<file path="config.mk">
export PLATFORM = sky130hd
export DESIGN_NAME = heartbeat_monitor
export DESIGN_NICKNAME = d
export VERILOG_FILES = /design/src/rtl/heartbeat_monitor.sv
export SDC_FILE = /design/constraint.sdc
export NUM_CORES = 1
export LEC_CHECK = 0
export ABC_AREA = 1
export CAP_MARGIN = 20
export CELL_PAD_IN_SITES_DETAIL_PLACEMENT = 1
export CELL_PAD_IN_SITES_GLOBAL_PLACEMENT = 1
export CORE_MARGIN = 4
export CORE_UTILIZATION = 42
export CTS_CLUSTER_SIZE = 20
export DETAILED_ROUTE_END_ITERATION = 10
export PLACE_DENSITY = 0.86
export SLEW_MARGIN = 10
export SYNTH_ARGS = -nofsm -noshare
export SYNTH_HDL_FRONTEND = slang
export SYNTH_SLANG_ARGS = --single-unit
</file>
<file path="constraint.sdc">
create_clock -name clk -period 2.25 [get_ports clk]
set_input_delay 0.3375 -clock clk [delete_from_list [all_inputs] [get_ports clk]]
set_output_delay 0.3375 -clock clk [all_outputs]
set_load 0.05 [all_outputs]
</file>
<file path="src/rtl/heartbeat_monitor.sv">
// heartbeat_monitor
// Watches an asynchronous heartbeat line, measures every half-period and
// declares the source alive or lost. `lost` is the shutdown request and
// stays set until clr_lost is pulsed.
// Optional build macro: HB_MON_GLITCH_FILTER_EN enables a 4-sample stability
// filter between the synchronizer and the edge detector.
module heartbeat_monitor #(
    parameter int CLK_HZ     = 24000000,
    parameter int MIN_HALF   = CLK_HZ / 4,
    parameter int MAX_HALF   = CLK_HZ,
    parameter int LOCK_EDGES = 4,
    localparam int CW        = $clog2(MAX_HALF + 2) + 1
) (
    input  logic          clk,
    input  logic          rst_n,
    input  logic          hb_in,
    input  logic          clr_lost,
    output logic          alive,
    output logic          lost,
    output logic          fault,
    output logic          period_valid,
    output logic [CW-1:0] half_period,
    output logic [1:0]    state
);

    typedef enum logic [1:0] {
        ST_SEARCH  = 2'd0,
        ST_LOCKING = 2'd1,
        ST_ALIVE   = 2'd2,
        ST_LOST    = 2'd3
    } state_t;

    localparam logic [CW-1:0] MIN_C  = CW'(MIN_HALF);
    localparam logic [CW-1:0] MAX_C  = CW'(MAX_HALF);
    localparam logic [3:0]    LOCK_C = 4'(LOCK_EDGES);

    logic          r_sync1;
    logic          r_sync2;
    logic          w_level;
    logic          r_prev;
    logic          r_edge;
    logic [CW-1:0] r_cnt;
    logic [3:0]    r_good_cnt;
    state_t        r_state;
    logic          r_alive;
    logic          r_lost;
    logic          r_fault;
    logic          r_pv;
    logic [CW-1:0] r_half;

    state_t        w_state_nxt;
    logic [3:0]    w_good_nxt;
    logic          w_fault_nxt;
    logic [CW-1:0] w_n;
    logic          w_timeout;
    logic          w_good;
    logic          w_short;

    // Two-flop synchronizer for the asynchronous heartbeat line
    always_ff @(posedge clk or negedge rst_n) begin
        if (!rst_n) begin
            r_sync1 <= 1'b0;
            r_sync2 <= 1'b0;
        end else begin
            r_sync1 <= hb_in;
            r_sync2 <= r_sync1;
        end
    end

`ifdef HB_MON_GLITCH_FILTER_EN
    logic [2:0] r_hist;
    logic       r_filt;
    logic       w_filt;

    // Filtered level moves only when four consecutive synchronized samples agree
    always_comb begin
        if ({r_hist, r_sync2} == 4'b1111) begin
            w_filt = 1'b1;
        end else if ({r_hist, r_sync2} == 4'b0000) begin
            w_filt = 1'b0;
        end else begin
            w_filt = r_filt;
        end
    end

    // Sample history and held filter level
    always_ff @(posedge clk or negedge rst_n) begin
        if (!rst_n) begin
            r_hist <= 3'b000;
            r_filt <= 1'b0;
        end else begin
            r_hist <= {r_hist[1:0], r_sync2};
            r_filt <= w_filt;
        end
    end

    assign w_level = w_filt;
`else
    assign w_level = r_sync2;
`endif

    // Edge detector: registered flag marks the edge cycle (both polarities)
    always_ff @(posedge clk or negedge rst_n) begin
        if (!rst_n) begin
            r_prev <= 1'b0;
            r_edge <= 1'b0;
        end else begin
            r_prev <= w_level;
            r_edge <= w_level ^ r_prev;
        end
    end

    // Half-period counter: clears on each edge cycle, saturates at MAX_HALF
    always_ff @(posedge clk or negedge rst_n) begin
        if (!rst_n) begin
            r_cnt <= {CW{1'b0}};
        end else if (r_edge) begin
            r_cnt <= {CW{1'b0}};
        end else if (r_cnt != MAX_C) begin
            r_cnt <= r_cnt + {{(CW-1){1'b0}}, 1'b1};
        end else begin
            r_cnt <= r_cnt;
        end
    end

    assign w_n       = r_cnt + {{(CW-1){1'b0}}, 1'b1};
    assign w_timeout = (r_cnt == MAX_C);
    assign w_good    = r_edge && !w_timeout && (w_n >= MIN_C);
    assign w_short   = r_edge && (w_n < MIN_C);

    // Next-state, lock counter and fault decision
    always_comb begin
        w_state_nxt = r_state;
        w_good_nxt  = r_good_cnt;
        w_fault_nxt = 1'b0;
        case (r_state)
            ST_SEARCH: begin
                if (r_edge) begin
                    w_state_nxt = ST_LOCKING;
                    w_good_nxt  = 4'd0;
                end else begin
                    w_state_nxt = ST_SEARCH;
                end
            end
            ST_LOCKING: begin
                if (w_timeout) begin
                    w_state_nxt = ST_SEARCH;
                    w_good_nxt  = 4'd0;
                end else if (w_good) begin
                    if ((r_good_cnt + 4'd1) == LOCK_C) begin
                        w_state_nxt = ST_ALIVE;
                        w_good_nxt  = 4'd0;
                    end else begin
                        w_good_nxt = r_good_cnt + 4'd1;
                    end
                end else if (w_short) begin
                    w_good_nxt = 4'd0;
                end else begin
                    w_good_nxt = r_good_cnt;
                end
            end
            ST_ALIVE: begin
                if (w_timeout || w_short) begin
                    w_state_nxt = ST_LOST;
                    w_fault_nxt = 1'b1;
                end else begin
                    w_state_nxt = ST_ALIVE;
                end
            end
            ST_LOST: begin
                if (clr_lost) begin
                    w_state_nxt = ST_SEARCH;
                    w_good_nxt  = 4'd0;
                end else begin
                    w_state_nxt = ST_LOST;
                end
            end
            default: begin
                w_state_nxt = ST_SEARCH;
                w_good_nxt  = 4'd0;
            end
        endcase
    end

    // State, lock counter and registered status outputs
    always_ff @(posedge clk or negedge rst_n) begin
        if (!rst_n) begin
            r_state    <= ST_SEARCH;
            r_good_cnt <= 4'd0;
            r_alive    <= 1'b0;
            r_lost     <= 1'b0;
            r_fault    <= 1'b0;
        end else begin
            r_state    <= w_state_nxt;
            r_good_cnt <= w_good_nxt;
            r_alive    <= (w_state_nxt == ST_ALIVE);
            r_lost     <= (w_state_nxt == ST_LOST);
            r_fault    <= w_fault_nxt;
        end
    end

    // Measurement register: every edge outside SEARCH publishes N
    always_ff @(posedge clk or negedge rst_n) begin
        if (!rst_n) begin
            r_pv   <= 1'b0;
            r_half <= {CW{1'b0}};
        end else if (r_edge && (r_state != ST_SEARCH)) begin
            r_pv   <= 1'b1;
            r_half <= w_n;
        end else begin
            r_pv   <= 1'b0;
            r_half <= r_half;
        end
    end

    assign alive        = r_alive;
    assign lost         = r_lost;
    assign fault        = r_fault;
    assign period_valid = r_pv;
    assign half_period  = r_half;
    assign state        = r_state;

endmodule

</file>
## Word level (Yosys, flattened, before mapping)

Cells that the tools add are included.

- Logic and storage cells: 58
- Output and inout port bits: 32
- Register bits: 66

- Reduce and logical (&&, ||, !) cells: 11
- Magnitude comparators: 2
- Muxes and demuxes: 19
- Bitwise gates (word level): 1
- Equal/unequal tests: 11
- Add/subtract/negate cells: 2

Operators by type and width:

| kind | count |
|---|---|
| $mux 26 | 2 |
| $add 26x1->26 const B | 1 |
| $eq 26x25->1 const B | 1 |
| $ge 26x23->1 const B | 1 |
| $lt 26x23->1 const B | 1 |
| $ne 26x25->1 const B | 1 |
| $mux 4 | 6 |
| $pmux 4 s3 | 1 |
| $eq 2x2->1 const B | 4 |
| $mux 2 | 4 |
| $pmux 2 s4 | 1 |
| $mux 1 | 5 |
| $add 4x1->4 const B | 1 |
| $eq 4x3->1 const B | 1 |
| $logic_and 1x1->1 | 4 |
| $ne 2x2->1 const B | 2 |
| $ne 4x4->1 const B | 1 |
| $reduce_and 4->1 | 1 |
| $reduce_bool 2->1 | 2 |
| $reduce_bool 3->1 | 1 |
| $eq 2x1->1 const B | 1 |
| $logic_not 2->1 | 1 |
| $logic_not 1->1 | 1 |
| $logic_or 1x1->1 | 1 |
| $xor 1x1->1 | 1 |

## Depth between registers and ports, before layout

Gate-level depths: netlist (run 1).

- Depth after elaboration: 8
- Depth in mapped cells: 17
- Depth with buffers taken out: 17

## Least setup slack after synthesis (run 1)

No wires, ideal clock.

- Path type: register -> register
- Start point: reg r_cnt[1]
- End point: reg r_alive (netlist: alive)
- Path buffers: 0
- Arrival: 1,865 ps
- Period minus slack after synthesis: 1,938 ps
- Setup time: 73 ps
- Path slack: 312 ps
- Required time: 2,177 ps
- Stages on the path, launching flop included: 16
- Path through: dfrtp_1 > ha_1 > nand2_2 > nor2_4 > nand3_2 > o21ai_1 > nand2_1 > nor2_2 > nand2_1 > nor2_1 > nand3_1 > nand2_1 > nand3_2 > o21ai_2 > inv_2 > a21oi_2

- Word-level cells in the longest chain between the ends: 8
- Elaborated cells between the ends (all ways): 14

Ends and longest elaborated chain:

| item | line | text |
|---|---|---|
| start, declared | 42 | `logic [CW-1:0] r_cnt;` |
| start signal, assigned | 116 | `r_cnt <= {CW{1'b0}};` |
| start signal, assigned | 118 | `r_cnt <= {CW{1'b0}};` |
| start signal, assigned | 120 | `r_cnt <= r_cnt + {{(CW-1){1'b0}}, 1'b1};` |
| parallel branches: the longest is 5 deep, another holds $add 26x1->26 | - |  |
| $mux 2 (*) | 146 | `if (w_timeout) begin` |
| $pmux 2 s4 (*) | 136 | `case (r_state)` |
| via w_state_nxt[1] | 51 | `state_t w_state_nxt;` |
| $eq 2x2->1 (*) | 196 | `r_alive <= (w_state_nxt == ST_ALIVE);` |
| end signal, assigned | 196 |  |
| end, declared | 45 | `logic r_alive;` |

Mark *: on every way through the listed nets, which the timed path passes.
A chain may end at the register's enable or synchronous reset.

## Worst setup path in the final report (run 1)

- Start point: reg r_cnt[0]
- End point: reg r_good_cnt[2]

- Word-level cells in the longest chain between the ends: 7
- Elaborated cells between the ends (all ways): 13

Ends and longest elaborated chain:

| item | line | text |
|---|---|---|
| parallel branches: the longest is 7 deep, another holds $add 26x1->26 | - |  |
| end signal, assigned | 195 | `r_good_cnt <= w_good_nxt;` |
| end, declared | 43 | `logic [3:0] r_good_cnt;` |

Several ways; the timed one is not identified.

==> results.md, run 1 <==
- The run finished, with violations left.
- The final reports fail on hold timing, setup timing.
- The clock buffer count from CTS is 9.
- The share of synthesized area in the top cell type comes to 0.491.
- The transition time of the tightest slew-check pin is 0.620 ns.
- The number of hold buffers added after cts is 0.
- The number of nets handed over by synthesis was 437.
- The first global-routing pass estimated 16.3 mm of wire.
- By count the netlist is led by sky130_fd_sc_hd__nand2_1, sky130_fd_sc_hd__dfrtp_1, sky130_fd_sc_hd__nor2_1, sky130_fd_sc_hd__inv_1, sky130_fd_sc_hd__o21ai_0.
- 36 I/O pins were placed.
- The count of input and output buffers is 35.
- After detailed routing, the number of vias per cell comes to 5.40.
- The violation count after the first detailed-routing iteration is 302.
- Sorting the synthesized cells by area gives the leading types as sky130_fd_sc_hd__dfrtp_1, sky130_fd_sc_hd__nand2_1, sky130_fd_sc_hd__nor2_1.
- The post-route DRC violation count is 0.
- The tree built by TritonCTS fans out to 66 sinks.
- The number of setup violations in the final report is 9.
- Clock-pin slew was measured on the worst setup and hold paths at 0.08 ns.
- In this run the worst path has a maximum fanout of 5.
- The number of antenna diodes in the final layout is 0.
- The max-slew violation count is 0.
- STA classifies the critical path startpoint as a register.
- The floorplan has 32 rows.
- The floorplan step defined a core boundary enclosing 7770 um^2.
- A synthesized cell averages 7.84 um^2.
- For the worst setup path, the data required time is 2.54 ns.
- The part of the Yosys area used for sequential elements is 0.491.
- The mean routed wirelength per cell is 19.4 um.
- Setup repair after global routing could not meet its margin everywhere.
- For this block, the via count after detailed routing is 3232.
- The area growth from synthesis to layout is 29.8%.
- In this run the remaining antenna-violating nets after routing total 0.
- Before antenna repair, the detailed router went through 5 iterations.
- The initial antenna violation count is 0.
- Summing all multi-input logic gate instances after layout gives 1660 um^2.
- In the finished design, the share of the clock period the worst path needs comes to 1.08.
- The type of the tightest min-delay check is input port to async pin.
- The wire length reported by the detailed router is 11.6 mm.
- The H-tree generated during clock tree synthesis spans 3 levels.
- The distinct cell type count after synthesis is 31.
- The worst endpoint data arrival time is 2.73 ns.
- Once routing completed, OpenROAD measured the worst setup slack at -0.184 ns.
- Max-cap violations in this run came to 0.
- Entering global routing, the biggest net connects 43 pins.
- The maximum frequency from static timing analysis is 411 MHz.
- Across the routed clock network, the largest skew measured is 0.00752 ns.
- The most frequent cell after synthesis is sky130_fd_sc_hd__nand2_1.
- For this run, asynchronously set or reset flops after synthesis account for 1.00.
- The category of the worst setup path capture point is a register.
- The post-synth design cell area is 3360 um^2.
- The height of the die is 97.5 um.
- The floorplan step defined a die boundary enclosing 9500 um^2.
- The critical setup path kind is register to register.
- The number of global-route vias before repair is 3380.
- sky130_fd_sc_hd__dfrtp_1 takes more of the synthesized area than any other cell.
- CTS placed an instance of sky130_fd_sc_hd__clkbuf_8 at the clock tree root.
- The sequential cell area is 1650 um^2.
- The total of warnings raised by yosys is 0.
- The routability congestion estimate from global placement is 0.903.
- The final period demand of the worst path is 2.43 ns.
- The post-DP HPWL is 6.97 mm.
- The synthesized design contains 66 register bits.
- The CTS tree is done.
- At the later pin of the worst-skew pair, clock insertion delay measures 0.37 ns.
- The worst vdd rail ir drop is 643 uV.
- After the last flow step, the layout net total stands at 499.
- The minimum hold slack is -0.0242 ns.
- The most used flip-flop cell after synthesis is sky130_fd_sc_hd__dfrtp_1.
- The effective utilization at floorplan is 0.433.
- The chip width is 97.5 um.
- The total power consumption of the routed design is 2.82 mW.
- The static leakage power is 1.93 nW.
- The number of failing hold endpoints at the final stage came to 24.
- The post-synthesis cell count is 429.
- The fraction of layout cells with a size suffix above 1 is 0.216.
- Across every metal layer, demand over resource in global routing totals 0.210.
- The clock passes through at most 2 buffers.
- The number of fill cells is 965.
- In this run, synthesis inferred 0 flip-flops with an integrated enable.
- Measured against its own limit, the worst slew margin works out to 0.587.
- Global routing finished with a remaining overflow of 0.
- Power spread over the standard cell area amounts to 645 nW/um^2.
==> timing repair <==
item	CTS	global route
resized for setup	3	46
endpoints found under the hold margin	0	0
setup buffers	8	8
endpoints found under the setup margin	6	9
pin swaps	9	11
==> layout make-up <==
type                    instances  area share
inverters                      53      0.0456
clock inverters                 7      0.0118
flip-flops and latches         66       0.379
multi-input cells             302       0.379
clock buffers                   9      0.0284
repair buffers                 59       0.127
well taps                     102      0.0292
==> cells by family (layout without fill, tap and decap cells) <==
family | count (synthesis) | after routing | share of synthesized area
adders and majority gates | 4 | 4 | 0.0149
DFF | 66 | 66 | 0.491
xor gates and xnor gates | 9 | 9 | 0.0234
buffers and inverters | 61 | 128 | 0.0681
AOI/OAI and AO/OA | 43 | 43 | 0.0733
and+or+nand+nor | 246 | 246 | 0.329
==> sequential cells by signal, indices dropped and copies added (netlist names) <==
signal        flops
half_period      26
period_valid      1
alive             1
r_edge            1
fault             1
lost              1
r_sync2           1
r_prev            1
r_cnt            26
r_sync1           1
r_good_cnt        4
state             2
==> where the power goes <==
| part | leakage, nW | switching [mW] | internal [mW] | total, mW |
|---|---|---|---|---|
| clock | 0.0860 | 0.539 | 0.405 | 0.943 |
| combinational | 0.943 | 0.432 | 0.165 | 0.596 |
| sequential | 0.901 | 0.0387 | 1.24 | 1.28 |
==> routing by layer <==
metal | vias to the layer above | GRT usage | share of wire
met5 | - | 0 | 0
met4 | 0 | 0.0586 | 0.041
met3 | 43 | 0.0517 | 0.045
met2 | 89 | 0.362 | 0.50
met1 | 1634 | 0.262 | 0.42
li1 | 1466 | - | -
==> worst max-delay path, cell delays in order, from the launching register on <==
cell and delay (ns):
sky130_fd_sc_hd__dfrtp_1 0.41, sky130_fd_sc_hd__ha_2 0.22, sky130_fd_sc_hd__nand2_2 0.08, sky130_fd_sc_hd__nor2_4 0.21, sky130_fd_sc_hd__buf_4 0.16, sky130_fd_sc_hd__nand4_1 0.09
sky130_fd_sc_hd__nand2_1 0.12, sky130_fd_sc_hd__nand2_1 0.07, sky130_fd_sc_hd__nor2_1 0.10, sky130_fd_sc_hd__nand4_1 0.11, sky130_fd_sc_hd__nand2_1 0.12, sky130_fd_sc_hd__nand3_2 0.13
sky130_fd_sc_hd__nand2_4 0.11, sky130_fd_sc_hd__nand3_2 0.09, sky130_fd_sc_hd__inv_2 0.10, sky130_fd_sc_hd__o21ai_1 0.08, sky130_fd_sc_hd__o21ai_1 0.15
==> stage by stage <==
stage / setup TNS, ns / cells / cell area [um^2] / util / worst slack [ns]
6_report: -0.656 / 598 / 4360 / 0.562 / -0.184
5_1_grt: -2.39 / 598 / 4360 / 0.562 / -0.381
4_1_cts: -0.0175 / 590 / 4120 / 0.531 / -0.0175
3_5_place_dp: -0.235 / 566 / 3880 / 0.499 / -0.0772
3_3_place_gp: 0 / 566 / 3880 / 0.499 / 0.0322
2_1_floorplan: 0 / 429 / 3360 / - / 0.312
==> final timing paths <==
| path | from | end | slack [ns] | depth (start not counted) |
|---|---|---|---|---|
| max reg2reg | r_cnt[0] | r_good_cnt[2] | -0.18 | 16 |
| min reg2reg | r_sync1 | r_sync2 | 0.36 | 0 |
| max | r_cnt[0] | r_good_cnt[2] | -0.18 | 16 |
| min | rst_n | half_period[13] | -0.02 | 1 |
| max in group asynchronous | rst_n | r_cnt[2] | 1.62 | 2 |
| min in group clk | r_sync1 | r_sync2 | 0.36 | 0 |
==> placed cells by master (no fill, tap or decap), types with 3 or more instances in the layout <==
master,Yosys,layout
sky130_fd_sc_hd__nor2_1,64,56
sky130_fd_sc_hd__dfrtp_1,66,65
sky130_fd_sc_hd__nand3_2,3,7
sky130_fd_sc_hd__nor2_4,6,9
sky130_fd_sc_hd__nor2_2,6,11
sky130_fd_sc_hd__clkdlybuf4s50_1,0,34
sky130_fd_sc_hd__nand4_1,8,8
sky130_fd_sc_hd__nand2_1,122,111
sky130_fd_sc_hd__nor3_1,3,3
sky130_fd_sc_hd__inv_2,4,7
sky130_fd_sc_hd__xnor2_1,4,4
sky130_fd_sc_hd__o21ai_0,31,30
sky130_fd_sc_hd__xor2_1,5,5
sky130_fd_sc_hd__ha_1,4,3
sky130_fd_sc_hd__buf_4,0,21
sky130_fd_sc_hd__nand3_1,17,10
sky130_fd_sc_hd__nand2_2,6,15
sky130_fd_sc_hd__nand2_4,1,3
sky130_fd_sc_hd__nand3_4,0,3
sky130_fd_sc_hd__clkbuf_8,0,9
sky130_fd_sc_hd__inv_1,49,46
sky130_fd_sc_hd__nand3b_1,4,4
Note: power is estimated with default switching activity, not from simulation.
==> inputs of run 2 (changes only) <==
==> constraint.sdc (replaced) <==
create_clock -name clk -period 2.25 [get_ports clk]
set_input_delay 0.225 -clock clk [delete_from_list [all_inputs] [get_ports clk]]
set_output_delay 0.225 -clock clk [all_outputs]
set_load 0.05 [all_outputs]
==> results.md, run 2 (same netlist as run 1, synthesis figures left out) <==
- The worst reg-to-reg path cell count is 17.
- The worst-path maximum fanout is 6.
- Data on the critical path is required at its endpoint by 2.54 ns.
- In the final layout, the share of cells above drive strength 1 is 0.219.
- The sink count of the clock tree is 66.
- The worst pin sits at a relative slew slack of 0.604.
- In the detailed route, the total length drawn on met2 is 6.17 mm.
- The startpoint of the most critical register-to-register path is r_cnt[1].
- The final layout contains 509 nets.
- The critical setup path kind is register to register.
- After detailed routing, the average wire length per cell comes to 19.7 um.
- The initial antenna violation count is 0.
- The minimum hold slack is 0.310 ns.
- Relative to the synthesized area, the layout overhead comes to 30.3%.
- Of the available clock period, the critical path in the final layout requires 1.06.
- The maximum level of the CTS H-tree is 3.
- The post-DP HPWL is 7.12 mm.
- After layout, the minimum clock period comes to 2.38 ns.
- The critical path launch point is r_cnt[1].
- The routability congestion estimate from global placement is 0.851.
- After detailed routing, the number of vias per cell comes to 5.36.
- In this run the static leakage power is 1.95 nW.
- The library cell used most frequently in the layout, excluding fill and tap cells, is sky130_fd_sc_hd__nand2_1.
- The number of placed cells counting well taps is 567.
- Power spread over the standard cell area amounts to 640 nW/um^2.
- The overall die area is 9500 um^2.
- The worst-case IR drop observed on VDD is 684 uV.
- Clock-pin slew was measured on the worst setup and hold paths at 0.08 ns.
- The cell area after placement is 3890 um^2.
- The largest net degree at the start of global routing is 67.
- In this run the count of I/O pins placed on the die edge is 36.
- The run finished, with violations left.
- The post-layout instance count excluding filler cells is 608.
- The first detailed-routing pass took 5 iterations.
- In the final routing, the length of wire on met1 measures 4.67 mm.
- The highest metal layer carrying signal wires in the routed design is met4.
- The number of global-route vias before repair came to 3584.
- Across all setup checks in the final design, the least slack found is -0.127 ns.
- The buffer cell driving the clock tree root is sky130_fd_sc_hd__clkbuf_8.
- The number of setup violations in the final report is 6.
- The total grt overflow is 0.
- For the pin with the worst max-slew slack, the measured transition is 0.592 ns.
- The total global-route track usage is 0.239.
- The kind of start point of the critical path is a register.
- The clock buffer count from CTS is 9.
- The height of the die is 97.5 um.
- The number of rows created at floorplan is 32.
- The category of the worst setup path capture point is a register.
- The effective utilization at floorplan is 0.433.
- The clock arrives with 0.00731 ns of skew.
- The max-slew violation count is 0.
- The wire length reported by the detailed router is 12.0 mm.
- The post-route cell area is 4380 um^2.
- In the layout the commonest cells are sky130_fd_sc_hd__nand2_1, sky130_fd_sc_hd__dfrtp_1, sky130_fd_sc_hd__nor2_1.
- The path class of the tightest hold or removal check is input port to register.
- The post-route DRC violation count is 0.
- The CTS tree is done.
- The source-to-sink clock delay at the later pin of the worst-skew pair is 0.36 ns.
- STA puts the critical path data arrival time at 2.67 ns.
- The chip width is 97.5 um.
- Following the worst setup path forward leads to its endpoint at r_good_cnt[2].
- Setup repair after global routing could not meet its margin everywhere.
- In this run the standard cell core region covers 7770 um^2.
- The worst register-to-register path ends at r_good_cnt[2].
- The count of antenna diodes in the layout is 0.
- Detailed routing placed a total of 670 um of wire on met3.
- The final reports fail on setup timing.
- The first routing iteration left 279 violations.
- Setup total negative slack on the finished layout was measured at -0.462 ns.
- The routed layout has 3259 vias.
- In this run the tool buffered the top-level ports with 35 buffer cells.
- The count of nets left with antenna violations once routing finished came out at 0.
- Max-cap violations in this run came to 0.
- The maximum frequency from static timing analysis is 421 MHz.
- The clock tree buffer depth is 2.
- The register-to-register path setup slack is -0.13 ns.
- The number of failing hold endpoints at the final stage is 0.
- The first global-routing pass estimated 18.0 mm of wire.
## run 2: changes by cell type in the layout (fill, tap and decap cells not counted), sizes merged
cell         delta
dlygate4sd3     +1
buf             +9
## run 2: where the power goes
group	leakage (nW)	internal, mW	total [mW]	switching (mW)
logic	0.969	0.168	0.587	0.419
registers	0.899	1.24	1.28	0.0397
clock network	0.0860	0.405	0.938	0.533
total	1.95	1.81	2.80	0.992
## run 2: cell type report
cell class / count / area [um^2]
clock inverter: 7 / 51.3
tap: 102 / 128
clock buffer: 9 / 124
inverter: 53 / 199
timing repair buffer: 69 / 619
fill: 951 / 3380
multi-input combinational: 302 / 1610
sequential: 66 / 1650
## run 2: what timing repair did
item,CTS,global route
hold buffers,1,0
setup buffers,18,6
setup endpoints to repair,7,9
resized for setup,7,33
pin swaps,7,11
hold endpoints to repair,66,0
## run 2: worst min-delay path by stage
stage / cells after the start / to / slack, ns / from
6_report: 1 / r_sync1 / 0.31 / hb_in
5_1_grt: 1 / r_sync1 / 0.32 / hb_in
4_1_cts: 1 / r_sync1 / 0.29 / hb_in
3_5_place_dp: 2 / half_period[13] / 0.28 / rst_n
3_3_place_gp: 2 / half_period[13] / 0.27 / rst_n
2_1_floorplan: 0 / alive / -0.07 / rst_n
## run 2: routing by layer
metal / vias to the layer above / global-route usage
met4: 0 / 0.0863
li1: 1488 / -
met5: - / 0
met3: 42 / 0.0668
met1: 1621 / 0.277
met2: 108 / 0.419
## run 2: worst max-delay path, stage by stage (launching register included)
cell and delay (ns):
sky130_fd_sc_hd__dfrtp_1 0.41, sky130_fd_sc_hd__ha_2 0.22, sky130_fd_sc_hd__nand2_2 0.08, sky130_fd_sc_hd__nor2_4 0.25, sky130_fd_sc_hd__nand2_4 0.12, sky130_fd_sc_hd__inv_2 0.07
sky130_fd_sc_hd__nand2_1 0.05, sky130_fd_sc_hd__nand2_1 0.06, sky130_fd_sc_hd__nand2_1 0.08, sky130_fd_sc_hd__nor2_1 0.16, sky130_fd_sc_hd__nand2_1 0.08, sky130_fd_sc_hd__nor2_2 0.13
sky130_fd_sc_hd__nand3_2 0.10, sky130_fd_sc_hd__nand2_2 0.10, sky130_fd_sc_hd__nand3_2 0.09, sky130_fd_sc_hd__inv_2 0.10, sky130_fd_sc_hd__o21ai_2 0.06, sky130_fd_sc_hd__o21ai_1 0.14
## run 2: metrics by stage
| step | utilization | power (mW) | setup WS [ns] |
|---|---|---|---|
| floorplan | - | 1.65 | 0.312 |
| global placement | 0.500 | 1.83 | 0.0280 |
| detailed placement | 0.500 | 1.85 | -0.103 |
| CTS | 0.545 | 2.79 | -0.0396 |
| global route | 0.564 | 2.95 | -0.302 |
| finish | 0.564 | 2.80 | -0.127 |
==> inputs of run 3 (changes only) <==
CAP_MARGIN = not set   (was 20)
==> results of run 3 <==
No change in the layout: final DEF, timing and power equal those of run 2.
